### config.mk
export PLATFORM = sky130hd
export DESIGN_NAME = ofmap_collector
export DESIGN_NICKNAME = d
export VERILOG_FILES = /design/src/rtl/ofmap_collector.sv
export SDC_FILE = /design/constraint.sdc
export NUM_CORES = 2
export LEC_CHECK = 0
export ABC_AREA = 1
export BUFFER_PORTS_ARGS = -buffer_cell sky130_fd_sc_hd__buf_2
export CAP_MARGIN = 20
export CORE_UTILIZATION = 60
export CTS_CLUSTER_SIZE = 28
export DETAILED_ROUTE_END_ITERATION = 10
export GPL_ROUTABILITY_DRIVEN = 0
export MAX_ROUTING_LAYER = met4
export PLACE_DENSITY = 0.76
export RECOVER_POWER = 50
export SYNTH_ARGS = -nofsm -noshare
export SYNTH_HDL_FRONTEND = slang
export SYNTH_SLANG_ARGS = --single-unit
### constraint.sdc
create_clock -name i_clk -period 4.9 [get_ports i_clk]
set_clock_uncertainty 0.2 [all_clocks]
set_input_delay 0.245 -clock i_clk [delete_from_list [all_inputs] [get_ports i_clk]]
set_output_delay 0.245 -clock i_clk [all_outputs]
set_load 0.05 [all_outputs]
### src/rtl/ofmap_collector.sv
// ofmap_collector
//   Collects the fp16 result stream of acc_top, packs pairs of samples into
//   32-bit words (first sample in [15:0]) and queues them in a circular FIFO
//   that the CPU drains over an ICB slave port.
//
// Ports
//   i_clk, i_rst_n             clock, asynchronous active-low reset
//   i_dout_valid, i_ofmap_in   result strobe and fp16 sample
//   i_done                     accelerator finished (rising edge used)
//   i_icb_cmd_*/o_icb_cmd_ready   ICB command channel
//   o_icb_rsp_*/i_icb_rsp_ready   ICB response channel
//   o_irq                      done_seen & FIFO not empty (registered)
//
// Register map (byte offsets)
//   0x000 STATUS RO : [15:0] count, [16] empty, [17] full, [18] overflow,
//                     [19] done_seen, [20] half-word pending
//   0x004 CTRL   WO : bit0 flush, bit1 clear overflow (wmask[0] gates)
//   0x008 DATA   RO : read pops the head word
module ofmap_collector #(
    parameter int DEPTH  = 64,
    parameter int ADDR_W = 12
) (
    input  logic        i_clk,
    input  logic        i_rst_n,
    input  logic        i_dout_valid,
    input  logic [15:0] i_ofmap_in,
    input  logic        i_done,
    input  logic        i_icb_cmd_valid,
    output logic        o_icb_cmd_ready,
    input  logic        i_icb_cmd_read,
    input  logic [31:0] i_icb_cmd_addr,
    input  logic [31:0] i_icb_cmd_wdata,
    input  logic [3:0]  i_icb_cmd_wmask,
    output logic        o_icb_rsp_valid,
    input  logic        i_icb_rsp_ready,
    output logic [31:0] o_icb_rsp_rdata,
    output logic        o_icb_rsp_err,
    output logic        o_irq
);
    localparam int PTR_W = $clog2(DEPTH);
    localparam int CNT_W = PTR_W + 1;
    localparam logic [CNT_W-1:0]  FULL_CNT   = CNT_W'(DEPTH);
    localparam logic [ADDR_W-1:0] OFF_STATUS = ADDR_W'(0);
    localparam logic [ADDR_W-1:0] OFF_CTRL   = ADDR_W'(4);
    localparam logic [ADDR_W-1:0] OFF_DATA   = ADDR_W'(8);

    logic [31:0]      r_mem [DEPTH];
    logic [PTR_W-1:0] r_wr_ptr, r_rd_ptr;
    logic [CNT_W-1:0] r_count;
    logic             r_pend_valid;
    logic [15:0]      r_pend_data;
    logic             r_ovf, r_done_seen, r_done_prev, r_irq;
    logic             r_rsp_valid, r_rsp_err;
    logic [31:0]      r_rsp_rdata;

    logic [ADDR_W-1:0] w_off;
    logic w_cmd_ready, w_cmd_fire, w_is_status, w_is_ctrl, w_is_data;
    logic w_empty, w_full, w_err, w_pop, w_ctrl_wr, w_flush, w_clr_ovf;
    logic w_done_rise, w_push, w_push_ok, w_drop, w_pend_valid_next;
    logic [15:0] w_pend_data_next;
    logic [31:0] w_push_data, w_status, w_rdata;
    logic w_unused;

    // Upper address bits, upper write data and upper byte enables are ignored.
    assign w_unused = ^{i_icb_cmd_addr[31:ADDR_W], i_icb_cmd_wdata[31:2], i_icb_cmd_wmask[3:1]};

    assign w_off       = i_icb_cmd_addr[ADDR_W-1:0];
    assign w_cmd_ready = ~r_rsp_valid | i_icb_rsp_ready;
    assign w_cmd_fire  = i_icb_cmd_valid & w_cmd_ready;
    assign w_is_status = (w_off == OFF_STATUS);
    assign w_is_ctrl   = (w_off == OFF_CTRL);
    assign w_is_data   = (w_off == OFF_DATA);
    assign w_empty     = (r_count == '0);
    assign w_full      = (r_count == FULL_CNT);
    assign w_done_rise = i_done & ~r_done_prev;

    assign w_status = {11'd0, r_pend_valid, r_done_seen, r_ovf, w_full, w_empty, 16'(r_count)};

    // Command decode: errors have no side effects, so pop/ctrl are gated by !err.
    always_comb begin
        w_err = (i_icb_cmd_read  & w_is_data & w_empty)
              | (~i_icb_cmd_read & (w_is_status | w_is_data))
              | (i_icb_cmd_read  & w_is_ctrl)
              | ~(w_is_status | w_is_ctrl | w_is_data);
        w_pop     = w_cmd_fire & i_icb_cmd_read & w_is_data & ~w_empty;
        w_ctrl_wr = w_cmd_fire & ~i_icb_cmd_read & w_is_ctrl & i_icb_cmd_wmask[0];
        w_flush   = w_ctrl_wr & i_icb_cmd_wdata[0];
        w_clr_ovf = w_ctrl_wr & i_icb_cmd_wdata[1];
        w_rdata   = 32'd0;
        if (!w_err && i_icb_cmd_read) begin
            if (w_is_status)
                w_rdata = w_status;
            else if (w_is_data)
                w_rdata = r_mem[r_rd_ptr];   // head taken before any same-cycle write
        end
    end

    // Packing: the sample is paired first, then the done edge pads a leftover half.
    // At most one word can be produced per cycle.
    always_comb begin
        w_push            = 1'b0;
        w_push_data       = 32'd0;
        w_pend_valid_next = r_pend_valid;
        w_pend_data_next  = r_pend_data;
        if (i_dout_valid) begin
            if (r_pend_valid) begin
                w_push            = 1'b1;
                w_push_data       = {i_ofmap_in, r_pend_data};
                w_pend_valid_next = 1'b0;
                w_pend_data_next  = 16'd0;
            end else begin
                w_pend_valid_next = 1'b1;
                w_pend_data_next  = i_ofmap_in;
            end
        end
        if (w_done_rise && w_pend_valid_next) begin
            w_push            = 1'b1;
            w_push_data       = {16'h0000, w_pend_data_next};
            w_pend_valid_next = 1'b0;
            w_pend_data_next  = 16'd0;
        end
        if (w_flush) begin
            w_push            = 1'b0;
            w_pend_valid_next = 1'b0;
            w_pend_data_next  = 16'd0;
        end
    end

    // A push into a full FIFO only succeeds if the head leaves in the same cycle.
    assign w_push_ok = w_push & (~w_full | w_pop);
    assign w_drop    = w_push & ~w_push_ok;

    always_ff @(posedge i_clk) begin
        if (w_push_ok)
            r_mem[r_wr_ptr] <= w_push_data;
    end

    always_ff @(posedge i_clk or negedge i_rst_n) begin
        if (!i_rst_n) begin
            r_wr_ptr     <= '0;
            r_rd_ptr     <= '0;
            r_count      <= '0;
            r_pend_valid <= 1'b0;
            r_pend_data  <= 16'd0;
            r_ovf        <= 1'b0;
            r_done_seen  <= 1'b0;
            r_done_prev  <= 1'b0;
            r_irq        <= 1'b0;
        end else begin
            r_done_prev  <= i_done;
            r_pend_valid <= w_pend_valid_next;
            r_pend_data  <= w_pend_data_next;
            r_irq        <= r_done_seen & ~w_empty;
            if (w_flush) begin
                r_wr_ptr <= '0;
                r_rd_ptr <= '0;
                r_count  <= '0;
            end else begin
                if (w_push_ok)
                    r_wr_ptr <= r_wr_ptr + 1'b1;
                if (w_pop)
                    r_rd_ptr <= r_rd_ptr + 1'b1;
                r_count <= r_count + CNT_W'(w_push_ok) - CNT_W'(w_pop);
            end
            if (w_drop)
                r_ovf <= 1'b1;
            else if (w_clr_ovf)
                r_ovf <= 1'b0;
            if (w_flush)
                r_done_seen <= 1'b0;
            else if (w_done_rise)
                r_done_seen <= 1'b1;
        end
    end

    // Single-slot response register; data/err are cleared once consumed.
    always_ff @(posedge i_clk or negedge i_rst_n) begin
        if (!i_rst_n) begin
            r_rsp_valid <= 1'b0;
            r_rsp_rdata <= 32'd0;
            r_rsp_err   <= 1'b0;
        end else if (w_cmd_fire) begin
            r_rsp_valid <= 1'b1;
            r_rsp_rdata <= w_rdata;
            r_rsp_err   <= w_err;
        end else if (i_icb_rsp_ready) begin
            r_rsp_valid <= 1'b0;
            r_rsp_rdata <= 32'd0;
            r_rsp_err   <= 1'b0;
        end
    end

    assign o_icb_cmd_ready = w_cmd_ready;
    assign o_icb_rsp_valid = r_rsp_valid;
    assign o_icb_rsp_rdata = r_rsp_rdata;
    assign o_icb_rsp_err   = r_rsp_err;
    assign o_irq           = r_irq;
endmodule

Yosys cells after proc, flatten, opt, wreduce, memory -nomap -nowiden
Memories as Yosys holds them, arrays and structs flattened. Cells that the tools add are included.

$add $sub $neg: 4. Equal/unequal tests: 3. Muxes and demuxes: 34. Bitwise operators: 32. Reductions and logical operators: 10.

Operators by type and width (number): two-way mux 32 bit (8); two-way mux 16 bit (4); two-way mux 6 bit (4); AND 1 bit (17); two-way mux 1 bit (17); adder 6 x 1 -> 6 bit (second input constant) (2); equality test 12 x 3 -> 1 bit (second input constant) (1); equality test 12 x 4 -> 1 bit (second input constant) (1); zero test 12 bit (1); nonzero test 2 bit (5); OR 1 bit (8); adder 7 x 1 -> 7 bit (1); equality test 7 bit (second input constant) (1); zero test 7 bit (1); two-way mux 7 bit (1); inverter 1 bit (7); subtractor 7 x 1 -> 7 bit (1); logical AND 1 bit (2); zero test 1 bit (1).

Register bits after elaboration: 74. Memory bits (writable): 2048. Bits of input ports: 91. Output and inout port bits: 36. Word-level logic and storage cells: 96. Memories: 1.

Memory list: r_mem (depth 64, width 32, rd ports 1, clocked after Yosys merged registers in 0, wr ports 1, line 47) `logic [31:0] r_mem [DEPTH];`.

Depth between registers and ports, before layout
Depth after elaboration: 12. Depth in mapped cells: 18. Mapped depth without buffers: 18.

Least setup slack after synthesis
OpenSTA, ideal clock, no wires.

Kind: reg-to-reg. Start: reg r_pend_valid. End: mem r_mem[0][15] (data pin). Library setup time: 0.702 ns. Arrival time: 3.560 ns. Required time: 3.998 ns. Setup slack: 0.438 ns. Cell stages (with the launch flop): 7. Path buffers: 1. Clock period less this slack: 4.462 ns. Cells stage by stage: dfrtp_1 > inv_1 > clkbuf_1 > nand3_1 > o21ai_0 > inv_1 > o21ai_0.

Longest elaborated chain between the ends: 4. Elaborated cells between the ends (all ways): 8. Classes of those cells: mux (7); reduce/logical (1).

RTL lines: start, declared (line 50) `logic r_pend_valid;`; start signal, assigned (line 151) `r_pend_valid <= w_pend_valid_next;`; two-way mux 1 bit (line 106) `if (r_pend_valid) begin`; two-way mux 1 bit (line 105) `if (i_dout_valid) begin`; logical AND 1 bit (line 116) `if (w_done_rise && w_pend_valid_next) begin`; two-way mux 32 bit * (line 116); via w_push_data[15] (line 61) `logic [31:0] w_push_data, w_status, w_rdata;`; end, declared (line 47).

The timed path passes the listed nets; every way through them passes the cells marked *.

Final worst setup path
Start: reg r_pend_valid. End: mem r_mem[59][17] (data pin).

Same word-level chain as after synthesis.

==> results.cfg <==
[setup_path]
crit_type = reg2reg
r2r-start = r_pend_valid$_DFF_PN0_
startpoint = r_pend_valid$_DFF_PN0_
cp_common_cell = clkbuf_2
endpoint_kind = register
cp_data_arrival_time_ns = 5.17
cp_top_family = buffers and inverters
critical_path_buf_inv_count = 3
crit_chain = ha_1 > nand2_1 > clkbuf_2 > nand3_1 > inv_1 > clkbuf_2
required_ns = 5.25
critical-path-max-stage-delay_ns = 1.07
slowest_stage = clkbuf_2
critical_path.startpoint_type = register
cp_max_fo = 49

[power]
p_comb_share_pct = 5.2
pwr-share-seq_pct = 54.6
p_per_area_nw_per_um2 = 395
p_switching_uw = 8460
p_leak_uw = 0.0353
p_int_uw = 29500
ir_drop_mv = 0.300
p_clk_share_pct = 40.2
p_sw_share_pct = 22.3

[clock_network]
worst_skew_pair.late_latency_ns = 0.86
cts_root_buffer = clkbuf_16
cts_buffers = 201
post_cts_resized = 0
clk_pin_slew_worst_paths_ns = 0.06
post_cts_buffers = 0
cts_max_path_buffers = 3
cts_tree = yes
cts.sinks = 2122
h-tree-depth = 4

[synth]
ys_seq_area_share_pct = 73.3
synth_fp_nets = 7267
synth_top_cell_area_share_pct = 71.2
ys_warn_count = 0
ys_types = 42
synthTopCellsByArea = edfxtp_1, nand2_1, nand3_1
netlist_instances = 7164
syn_area_um2 = 86400
synth_top_area_cell = edfxtp_1
postSynthAreaPerCell_um2 = 12.1
synth-seq-cells = 2122

[grt]
grt_pass1_wl_mm = 348
grt_overflow_total = 0
grt_use_total_pct = 33.5
grt_pass1_vias = 55788
grt_max_degree = 177
antenna_found_initial = 7

[finish]
nNetsFinal = 7343
drive_gt1_share_pct = 8.32
syn2layout_area_growth_pct = 11.2

[worst_hold_path]
holdCritPathClass = in2reg
min_from = i_dout_valid

[floorplanning]
start_util_pct = 60.7
io_pins = 127
die_width_um = 381
dieArea_um2 = 145000
die_y_um = 381
core_area_um2 = 142000
rows = 138

[sta]
tightest_slew_ns = 2.94
rsz0062_at_grt = false
fmax_mhz = 208
min_period_ns = 4.82
finalHoldViolations = 0
slew_headroom_pct = -96.1
fin_setup_tns_ns = 0
setup_violations = 0
slew_violations = 371
fin_crit_sh_pct = 98.3
setup_slack_ns = 0.0836

[route]
wirelength_mm = 238
dr_total_vias = 58301
dr.pass1.iters = 7
wire_per_inst_um = 25.6
drt-initial-drc-count = 8985
drcViolationCount = 0
antenna_left = 0
via_per_inst = 6.26

[run]
drv_cap = 10

[place]
preCtsSetupSlack_ns = 1.03
io_buffers = 73
hpwl_mm = 126

[status]
status = finished with violations
violations = max-capacitance violations, max-slew violations
-- final cells by class --
class,count,area (um2)
antenna,2,5.00
clock buffer,263,5340
clock inverter,114,1140
fill,9597,46200
inverter,156,632
multi-input combinational,4445,20500
sequential,2122,63400
tap,1890,2360
timing repair buffer,314,2700
-- final timing paths --
kind,to,slack (ns),cells after the start
setup / recovery,r_mem[59][17]$_DFFE_PP_,0.08,6
hold / removal,r_pend_data[1]$_DFF_PN0_,0.06,6
setup reg to reg,r_mem[59][17]$_DFFE_PP_,0.08,6
hold reg to reg,o_icb_rsp_rdata[25]$_DFFE_PN0P_,0.29,2
max in group asynchronous,o_icb_rsp_rdata[12]$_DFFE_PN0P_,1.00,4
min in group asynchronous,r_wr_ptr[4]$_DFFE_PN0P_,1.62,4
-- flip-flops by register name, indices dropped and copies added (netlist names) --
name	count
r_mem	2048
o_icb_rsp_rdata	32
r_rd_ptr	6
o_icb_rsp_valid	1
r_done_prev	1
o_irq	1
r_ovf	1
r_wr_ptr	6
o_icb_rsp_err	1
r_count	7
r_pend_data	16
r_pend_valid	1
r_done_seen	1
-- per-stage QoR --
stage	hold WS, ns	utilization, %	instances	power [uW]	cell area, um2
2_1_floorplan	-0.251	-	7164	22100	86400
3_3_place_gp	0.136	62.8	8869	22900	89300
3_5_place_dp	0.141	62.8	8872	23000	89400
4_1_cts	0.0163	67.7	9300	38000	96400
5_1_grt	0.0778	67.5	9304	38800	96100
6_report	0.0551	67.5	9306	38000	96100
-- synth_stat cells, drive strengths merged --
cell and instances:
fa 1, nand4 13, inv 154, nor2 202
nor4 1, a31oi 2, a21boi 102, a21oi 305
nand3 1030, a211oi 18, dfrtp 74, nand3b 3
nor3b 2, buf 344, o22ai 36, clkbuf 97
o21ai 182, ha 11, nor3 12, xor2 2
o211ai 102, edfxtp 2048, xnor2 1, clkinv 2
nand2 2420
-- power by group through the flow --
| stage | Clock [uW] | Combinational [uW] | Sequential, uW |
|---|---|---|---|
| after CTS | 15300 | 1980 | 20700 |
| final | 15300 | 1980 | 20700 |
| after global placement | 0 | 1830 | 21100 |
| after global routing | 16000 | 2110 | 20700 |
| after floorplan | 0 | 1000 | 21100 |
| after detailed placement | 0 | 1920 | 21100 |
-- worst register-to-register path: stages, from the launching register on --
cell and delay, ns:
dfrtp_1 0.70, ha_1 0.36, nand2_1 0.10, clkbuf_2 1.07, nand3_1 0.29, inv_1 1.07
clkbuf_2 0.71
-- per-layer routing --
layer | share of wire [%] | track usage, % | wire length (um)
met5 | 0 | - | 0
met4 | 5.2 | 16.1 | 12500
met3 | 14 | 7.18 | 32200
met2 | 46 | 50.0 | 109000
met1 | 36 | 44.0 | 84600
-- cells in the final DEF (no fill, tap or decap), drive strengths merged --
master,instances
diode,2
ha,11
xnor2,1
nand4,13
dlygate4sd3,50
a21boi,102
xor2,2
o211ai,102
fa,1
clkinv,92
nand2,2420
edfxtp,2048
nor2,202
a211oi,18
clkbuf,341
nor4,1
nand3,1030
bufinv,16
nor3b,2
o22ai,36
o21ai,182
dfrtp,74
inv,159
nand3b,3
a21oi,305
a31oi,2
buf,186
nor3,12
clkinvlp,3
-- kinds of logic (layout without fill, tap and decap cells) --
group                    count (synthesis)  count (layout)  synth area share (%)
AO/OA/AOI/OAI                          747             747                  5.12
XOR/XNOR                                 3               3                0.0304
adder cells (fa/ha/maj)                 12              12                 0.182
buffers and inverters                  597             847                  3.54
flip-flops                            2122            2122                  73.3
other                                    0               2                     0
AND/OR/NAND/NOR                       3683            3683                  17.8
-- repair_timing --
item / in CTS / in global routing
setup endpoints to repair: 0 / 0
endpoints found under the hold margin: 520 / 0
hold buffers: 51 / 0
Note: power is estimated with default switching activity, not from simulation.
